File: src/rtl/mem_lsu_pkg.sv
// lsu_pkg: size encodings, FSM states and byte-count helper shared by the load/store unit.
package lsu_pkg;
  localparam logic [1:0] SIZE_B   = 2'b00;
  localparam logic [1:0] SIZE_H   = 2'b01;
  localparam logic [1:0] SIZE_W   = 2'b10;
  localparam logic [1:0] SIZE_ILL = 2'b11;
  typedef enum logic [1:0] {IDLE, ACC0, ACC1, RESP} state_e;
  function automatic logic [2:0] size_bytes(input logic [1:0] s);
    return s == SIZE_B ? 3'd1 : s == SIZE_H ? 3'd2 : s == SIZE_W ? 3'd4 : 3'd0;
  endfunction
endpackage

File: src/rtl/mem_lsu_if.sv
// mem_lsu_if: core-side request/response handshake of the load/store unit.
interface mem_lsu_if;
  logic        req_valid;
  logic        req_ready;
  logic        req_we;
  logic [31:0] req_addr;
  logic [1:0]  req_size;
  logic        req_unsigned;
  logic [31:0] req_wdata;
  logic        resp_valid;
  logic [31:0] resp_rdata;
  logic        resp_err;
  modport master (
    output req_valid, req_we, req_addr, req_size, req_unsigned, req_wdata,
    input  req_ready, resp_valid, resp_rdata, resp_err
  );
  modport slave (
    input  req_valid, req_we, req_addr, req_size, req_unsigned, req_wdata,
    output req_ready, resp_valid, resp_rdata, resp_err
  );
endinterface

File: src/rtl/mem_lsu_load_align.sv
// lsu_load_align: shifts the {hi,lo} read pair down by the byte offset and sign/zero-extends.
module lsu_load_align
  import lsu_pkg::*;
(
  input  logic [63:0] r64_i,
  input  logic [1:0]  off_i,
  input  logic [1:0]  size_i,
  input  logic        uns_i,
  output logic [31:0] data_o
);
  logic [31:0] x;
  always_comb begin
    x = 32'(r64_i >> {off_i, 3'b000});
    data_o = size_i == SIZE_B ? {{24{~uns_i & x[7]}}, x[7:0]} :
             size_i == SIZE_H ? {{16{~uns_i & x[15]}}, x[15:0]} : x;
  end
endmodule

File: src/rtl/mem_lsu.sv
// mem_lsu: load/store initiator on a word memory port; splits word-crossing accesses into two words.
module mem_lsu
  import lsu_pkg::*;
#(
  parameter bit ALLOW_MISALIGNED = 1'b1
) (
  input  logic             clk,
  input  logic             rst,
  mem_lsu_if.slave         core,
  output logic [31:0]      mem_addr_o,
  output logic             mem_rstrb_o,
  input  logic [31:0]      mem_rdata_i,
  output logic [3:0]       mem_wmask_o,
  output logic [31:0]      mem_wdata_o
);
  state_e      state_q, state_d;
  logic        we_q, uns_q, err_q;
  logic [1:0]  size_q;
  logic [31:0] addr_q, wdata_q, lo_q;
  logic        req_err, split;
  logic [2:0]  n;
  logic [7:0]  m8;
  logic [31:0] wm, word0, ld;
  logic [63:0] d64, r64;
  lsu_load_align u_align (
    .r64_i  (r64),
    .off_i  (addr_q[1:0]),
    .size_i (size_q),
    .uns_i  (uns_q),
    .data_o (ld)
  );
  always_comb begin
    req_err = core.req_size == SIZE_ILL ||
              (!ALLOW_MISALIGNED && ((core.req_size == SIZE_H && core.req_addr[0]) ||
                                     (core.req_size == SIZE_W && |core.req_addr[1:0])));
    n       = size_bytes(size_q);
    m8      = ((8'd1 << n) - 8'd1) << addr_q[1:0];
    split   = |m8[7:4];
    word0   = {addr_q[31:2], 2'b00};
    // unused lanes of narrow stores are forced to zero before lane shifting
    wm      = size_q == SIZE_B ? {24'd0, wdata_q[7:0]} :
              size_q == SIZE_H ? {16'd0, wdata_q[15:0]} : wdata_q;
    d64     = {32'd0, wm} << {addr_q[1:0], 3'b000};
    r64     = split ? {mem_rdata_i, lo_q} : {32'd0, mem_rdata_i};
    state_d = state_q == IDLE ? (core.req_valid ? (req_err ? RESP : ACC0) : IDLE) :
              state_q == ACC0 ? (split ? ACC1 : RESP) :
              state_q == ACC1 ? RESP : IDLE;
    core.req_ready  = state_q == IDLE;
    core.resp_valid = state_q == RESP;
    core.resp_err   = state_q == RESP && err_q;
    core.resp_rdata = state_q == RESP && !we_q && !err_q ? ld : 32'd0;
    mem_addr_o  = state_q == ACC0 ? word0 : state_q == ACC1 ? word0 + 32'd4 : 32'd0;
    mem_rstrb_o = (state_q == ACC0 || state_q == ACC1) && !we_q;
    mem_wmask_o = !we_q ? 4'd0 : state_q == ACC0 ? m8[3:0] : state_q == ACC1 ? m8[7:4] : 4'd0;
    mem_wdata_o = !we_q ? 32'd0 : state_q == ACC0 ? d64[31:0] : state_q == ACC1 ? d64[63:32] : 32'd0;
  end
  always_ff @(posedge clk or posedge rst) begin
    if (rst) begin
      state_q <= IDLE;
      we_q    <= 1'b0;
      uns_q   <= 1'b0;
      err_q   <= 1'b0;
      size_q  <= SIZE_B;
      addr_q  <= 32'd0;
      wdata_q <= 32'd0;
      lo_q    <= 32'd0;
    end else begin
      state_q <= state_d;
      if (state_q == IDLE && core.req_valid) begin
        we_q    <= core.req_we;
        uns_q   <= core.req_unsigned;
        err_q   <= req_err;
        size_q  <= core.req_size;
        addr_q  <= core.req_addr;
        wdata_q <= core.req_wdata;
      end
      if (state_q == ACC1) lo_q <= mem_rdata_i;
    end
  end
endmodule

File: src/flat_wrapper.sv
// flat-port wrapper written by rule: the top's interface ports become plain ports
module mem_lsu_flat import lsu_pkg::*;
#(
  parameter bit ALLOW_MISALIGNED = 1'b1
)
  (clk, rst, mem_addr_o, mem_rstrb_o, mem_rdata_i, mem_wmask_o, mem_wdata_o, core_req_valid, core_req_we, core_req_addr, core_req_size, core_req_unsigned, core_req_wdata, core_req_ready, core_resp_valid, core_resp_rdata, core_resp_err);
  mem_lsu_if core_i ();
  input  logic clk;
  input  logic rst;
  output logic [31:0] mem_addr_o;
  output logic mem_rstrb_o;
  input  logic [31:0] mem_rdata_i;
  output logic [3:0] mem_wmask_o;
  output logic [31:0] mem_wdata_o;
  input wire logic [$bits(core_i.req_valid)-1:0] core_req_valid;
  input wire logic [$bits(core_i.req_we)-1:0] core_req_we;
  input wire logic [$bits(core_i.req_addr)-1:0] core_req_addr;
  input wire logic [$bits(core_i.req_size)-1:0] core_req_size;
  input wire logic [$bits(core_i.req_unsigned)-1:0] core_req_unsigned;
  input wire logic [$bits(core_i.req_wdata)-1:0] core_req_wdata;
  output wire logic [$bits(core_i.req_ready)-1:0] core_req_ready;
  output wire logic [$bits(core_i.resp_valid)-1:0] core_resp_valid;
  output wire logic [$bits(core_i.resp_rdata)-1:0] core_resp_rdata;
  output wire logic [$bits(core_i.resp_err)-1:0] core_resp_err;
  assign core_i.req_valid = core_req_valid;
  assign core_i.req_we = core_req_we;
  assign core_i.req_addr = core_req_addr;
  assign core_i.req_size = core_req_size;
  assign core_i.req_unsigned = core_req_unsigned;
  assign core_i.req_wdata = core_req_wdata;
  assign core_req_ready = core_i.req_ready;
  assign core_resp_valid = core_i.resp_valid;
  assign core_resp_rdata = core_i.resp_rdata;
  assign core_resp_err = core_i.resp_err;
  mem_lsu #(.ALLOW_MISALIGNED(ALLOW_MISALIGNED)) u_core (.clk(clk), .rst(rst), .core(core_i), .mem_addr_o(mem_addr_o), .mem_rstrb_o(mem_rstrb_o), .mem_rdata_i(mem_rdata_i), .mem_wmask_o(mem_wmask_o), .mem_wdata_o(mem_wdata_o));
endmodule
File: config.mk
export PLATFORM = sky130hd
export DESIGN_NAME = mem_lsu_flat
export DESIGN_NICKNAME = d
export VERILOG_FILES = /design/src/rtl/mem_lsu_pkg.sv /design/src/rtl/mem_lsu_if.sv /design/src/rtl/mem_lsu_load_align.sv /design/src/rtl/mem_lsu.sv /design/src/flat_wrapper.sv
export SDC_FILE = /design/constraint.sdc
export NUM_CORES = 1
export LEC_CHECK = 0
export CAP_MARGIN = 10
export CORE_ASPECT_RATIO = 1.25
export CORE_MARGIN = 10
export CORE_UTILIZATION = 54
export DETAILED_ROUTE_END_ITERATION = 6
export HOLD_SLACK_MARGIN = 0.06
export PLACE_DENSITY = 0.95
export SLEW_MARGIN = 20
export SYNTH_ARGS = -nofsm -noshare
export SYNTH_HDL_FRONTEND = slang
export SYNTH_SLANG_ARGS = --single-unit
File: constraint.sdc
create_clock -name clk -period 5.62 [get_ports clk]
set_input_delay 1.124 -clock clk [delete_from_list [all_inputs] [get_ports clk]]
set_output_delay 1.124 -clock clk [all_outputs]
set_load 0.1 [all_outputs]
==> metrics.cfg <==
[synthesis]
avgSynthCellArea_sq_um = 9.953
synthArstFlopShare_pct = 100.0
synth.cell_area_sq_um = 7903
ys_seq_area_share_pct = 32.62
syn_inst = 794
synth_edf_count = 0
synth_flop_cell = dfrtp_1
synth_seq_cells = 103
yosys_warnings = 0
synth_cell_types = 61

[cells_and_area]
fin_util_pct = 70.55
antenna_cells = 0
nNetsFinal = 1068
fillers = 1048
drive_above_1_share_pct = 27.63
multi_input_area_sq_um = 4992
syn_to_final_growth_pct = 28.07
seqCellArea_sq_um = 2582

[route]
firstDrtPassIters = 7
post_drt_wl_per_cell_um = 21.46
drc = 0
vias_per_cell = 6.353
drt_wl_total_mm = 24.40
drt_iter0_drc = 789
via_count = 7223
antenna_left = 0

[job]
max_cap_viol_count = 0

[critical_path]
path_max_fanout = 35
path_class = flop to primary output
cp_data_required_time_ns = 4.50
cp-end-kind = primary output
cp_cell_sequence = inv_1, ha_1, mux2_4, a221oi_2, nand3_1, nor2_4, buf_12, mux4_2, mux2i_1, a22oi_1, buf_4
worst_ep_arrival_time_ns = 4.02
slowest_stage = mux4_2
crit_path_max_incr_delay_ns = 0.55
critPathLaunchType = flop

[die]
die_height_um = 155.3
ios = 207
die-area_sq_um = 19900
coreArea_sq_um = 14350
die_w_um = 128.2
num_rows = 49
initial_core_util_pct = 55.08

[global_route]
grt_pass1_vias = 7295
antenna_found_initial = 0
grt_pass1_wl_mm = 38.52
grt_overflow = 0
grt_use_total_pct = 23.52
grt_max_degree = 62

[clocking]
cts_root_buf = clkbuf_16
cts_tree = done
cts.sinks = 103
cts_buffer_depth = 2
cts_resized = 0
post_cts_buffers = 0
cts_buffers = 9
worstSkewPairLatency_ns = 0.34
h-tree-depth = 3
cts_hold_buffers = 0
clk_pin_slew_ns = 0.07

[sta]
setup_viol = 0
rsz0062_at_grt = false
tns_ns = 0
tightest_slew_ns = 1.133
fmax_ghz = 0.1946
slew_violations = 0
period_minus_slack_ns = 5.140
finalCritPeriodShare_pct = 91.46
relSlewSlack_pct = 24.39
fin_skew_ns = 0.01033
hold_viol = 0

[placement]
port_buffers = 204
dpl.hpwl_mm = 18.18
routabilityCongestion = 0.8958

[status]
outcome = finished, final reports clean

[hold_path]
hold_path_class = flop to flop

==> sequential cells by signal, indices dropped and copies added, names as in the netlist <==
register,count
u_core.addr_q,32
u_core.lo_q,32
u_core.state_q,2
u_core.uns_q,1
u_core.err_q,1
u_core.we_q,1
u_core.wdata_q,32
u_core.size_q,2
==> stage by stage <==
stage / setup slack [ns] / hold slack, ns / instances / cell area (sq um)
floorplan: 0.1177 / 0.4624 / 795 / 7906
global route: 0.2293 / 0.5343 / 1137 / 10120
detailed placement: 0.8945 / 0.5002 / 1121 / 9792
global placement: 1.045 / 0.4866 / 1121 / 9792
CTS: 0.5179 / 0.5141 / 1137 / 10120
finish: 0.4801 / 0.5144 / 1137 / 10120
==> final timing paths <==
check	start	to	slack (ns)	cells past startpoint
max	u_core.size_q[0]$_DFFE_PP0P_	core_resp_rdata[20]	0.48	11
max reg2reg	u_core.size_q[0]$_DFFE_PP0P_	u_core.state_q[0]$_DFF_PP0_	3.00	8
max in group asynchronous	rst	u_core.addr_q[0]$_DFFE_PP0P_	3.29	3
min	u_core.lo_q[0]$_DFFE_PP0P_	u_core.lo_q[0]$_DFFE_PP0P_	0.51	1
min reg2reg	u_core.lo_q[0]$_DFFE_PP0P_	u_core.lo_q[0]$_DFFE_PP0P_	0.51	1
min in group asynchronous	rst	u_core.addr_q[7]$_DFFE_PP0P_	1.25	2
==> critical path: cells and delay by family, from the launching register on <==
kind,cells,cell delay [ns]
muxes,3,1.05
buffers and inverters,3,0.73
and+or+nand+nor,2,0.64
AOI/OAI and AO/OA,2,0.45
DFF,1,0.42
adders and majority gates,1,0.35
==> Yosys cell counts (4+ instances only) <==
cell type,n,share of area [%]
nand2b_1,5,0.40
a21oi_1,19,1.2
o211a_1,7,0.89
and2_1,13,1.0
ha_1,11,1.7
nand3_1,26,1.6
buf_4,4,0.38
dfrtp_1,103,33
o21ai_0,24,1.5
nor2b_1,22,1.7
mux4_2,29,8.3
buf_2,11,0.70
buf_1,14,0.66
mux2i_1,35,4.4
a21o_1,13,1.2
nor2_1,89,4.2
a22oi_1,23,2.2
a222oi_1,8,1.0
nand4_1,9,0.71
inv_1,12,0.57
mux2_2,120,17
a22o_1,33,3.7
a32oi_1,8,0.89
nand2_1,54,2.6
clkbuf_1,32,1.5
nor3_1,23,1.5
==> placed cells by master, fill, tap and decap left out, drive strengths merged, types with 2 or more instances in the layout <==
master / n
a21o: 13
a21oi: 19
a221oi: 3
a222oi: 8
a22o: 33
a22oi: 25
a311oi: 2
a32oi: 9
and2: 13
and3: 2
buf: 79
bufinv: 2
clkbuf: 10
clkdlybuf4s50: 134
conb: 2
dfrtp: 103
ha: 11
inv: 14
mux2: 121
mux2i: 35
mux4: 29
nand2: 54
nand2b: 6
nand3: 26
nand3b: 2
nand4: 9
nor2: 90
nor2b: 22
nor3: 23
o211a: 7
o21a: 2
o21ai: 25
o221ai: 2
or2: 2
or4: 3
xor2: 2
==> layout make-up <==
cell class / count / share of cell area, %
repair buffers: 213 / 19.24
flip-flops and latches: 103 / 25.52
clock buffers: 10 / 2.361
inverters: 12 / 0.4698
well taps: 178 / 2.201
clock inverters: 6 / 0.8901
multi-input cells: 615 / 49.33
==> cells by family after synthesis <==
kind of cell	Yosys count	synth area share, %
xor+xnor	2	0.2217
compound gates	157	15.53
fa+ha+maj	11	1.742
simple gates	258	15.41
other cells	1	0.04745
mux	185	29.99
flops	103	32.62
buf+inv	77	4.449
==> layer usage <==
layer | vias to the layer above | wire, um | global-route usage [%]
met5 | - | 0 | 0
met1 | 3474 | 8983 | 27.44
li1 | 3284 | - | -
met4 | 0 | 631 | 7.304
met2 | 407 | 11910 | 39.32
met3 | 58 | 2873 | 8.330
Power is not shown: default switching activity piles up to over one toggle a cycle in this logic, so the estimate is an artifact.
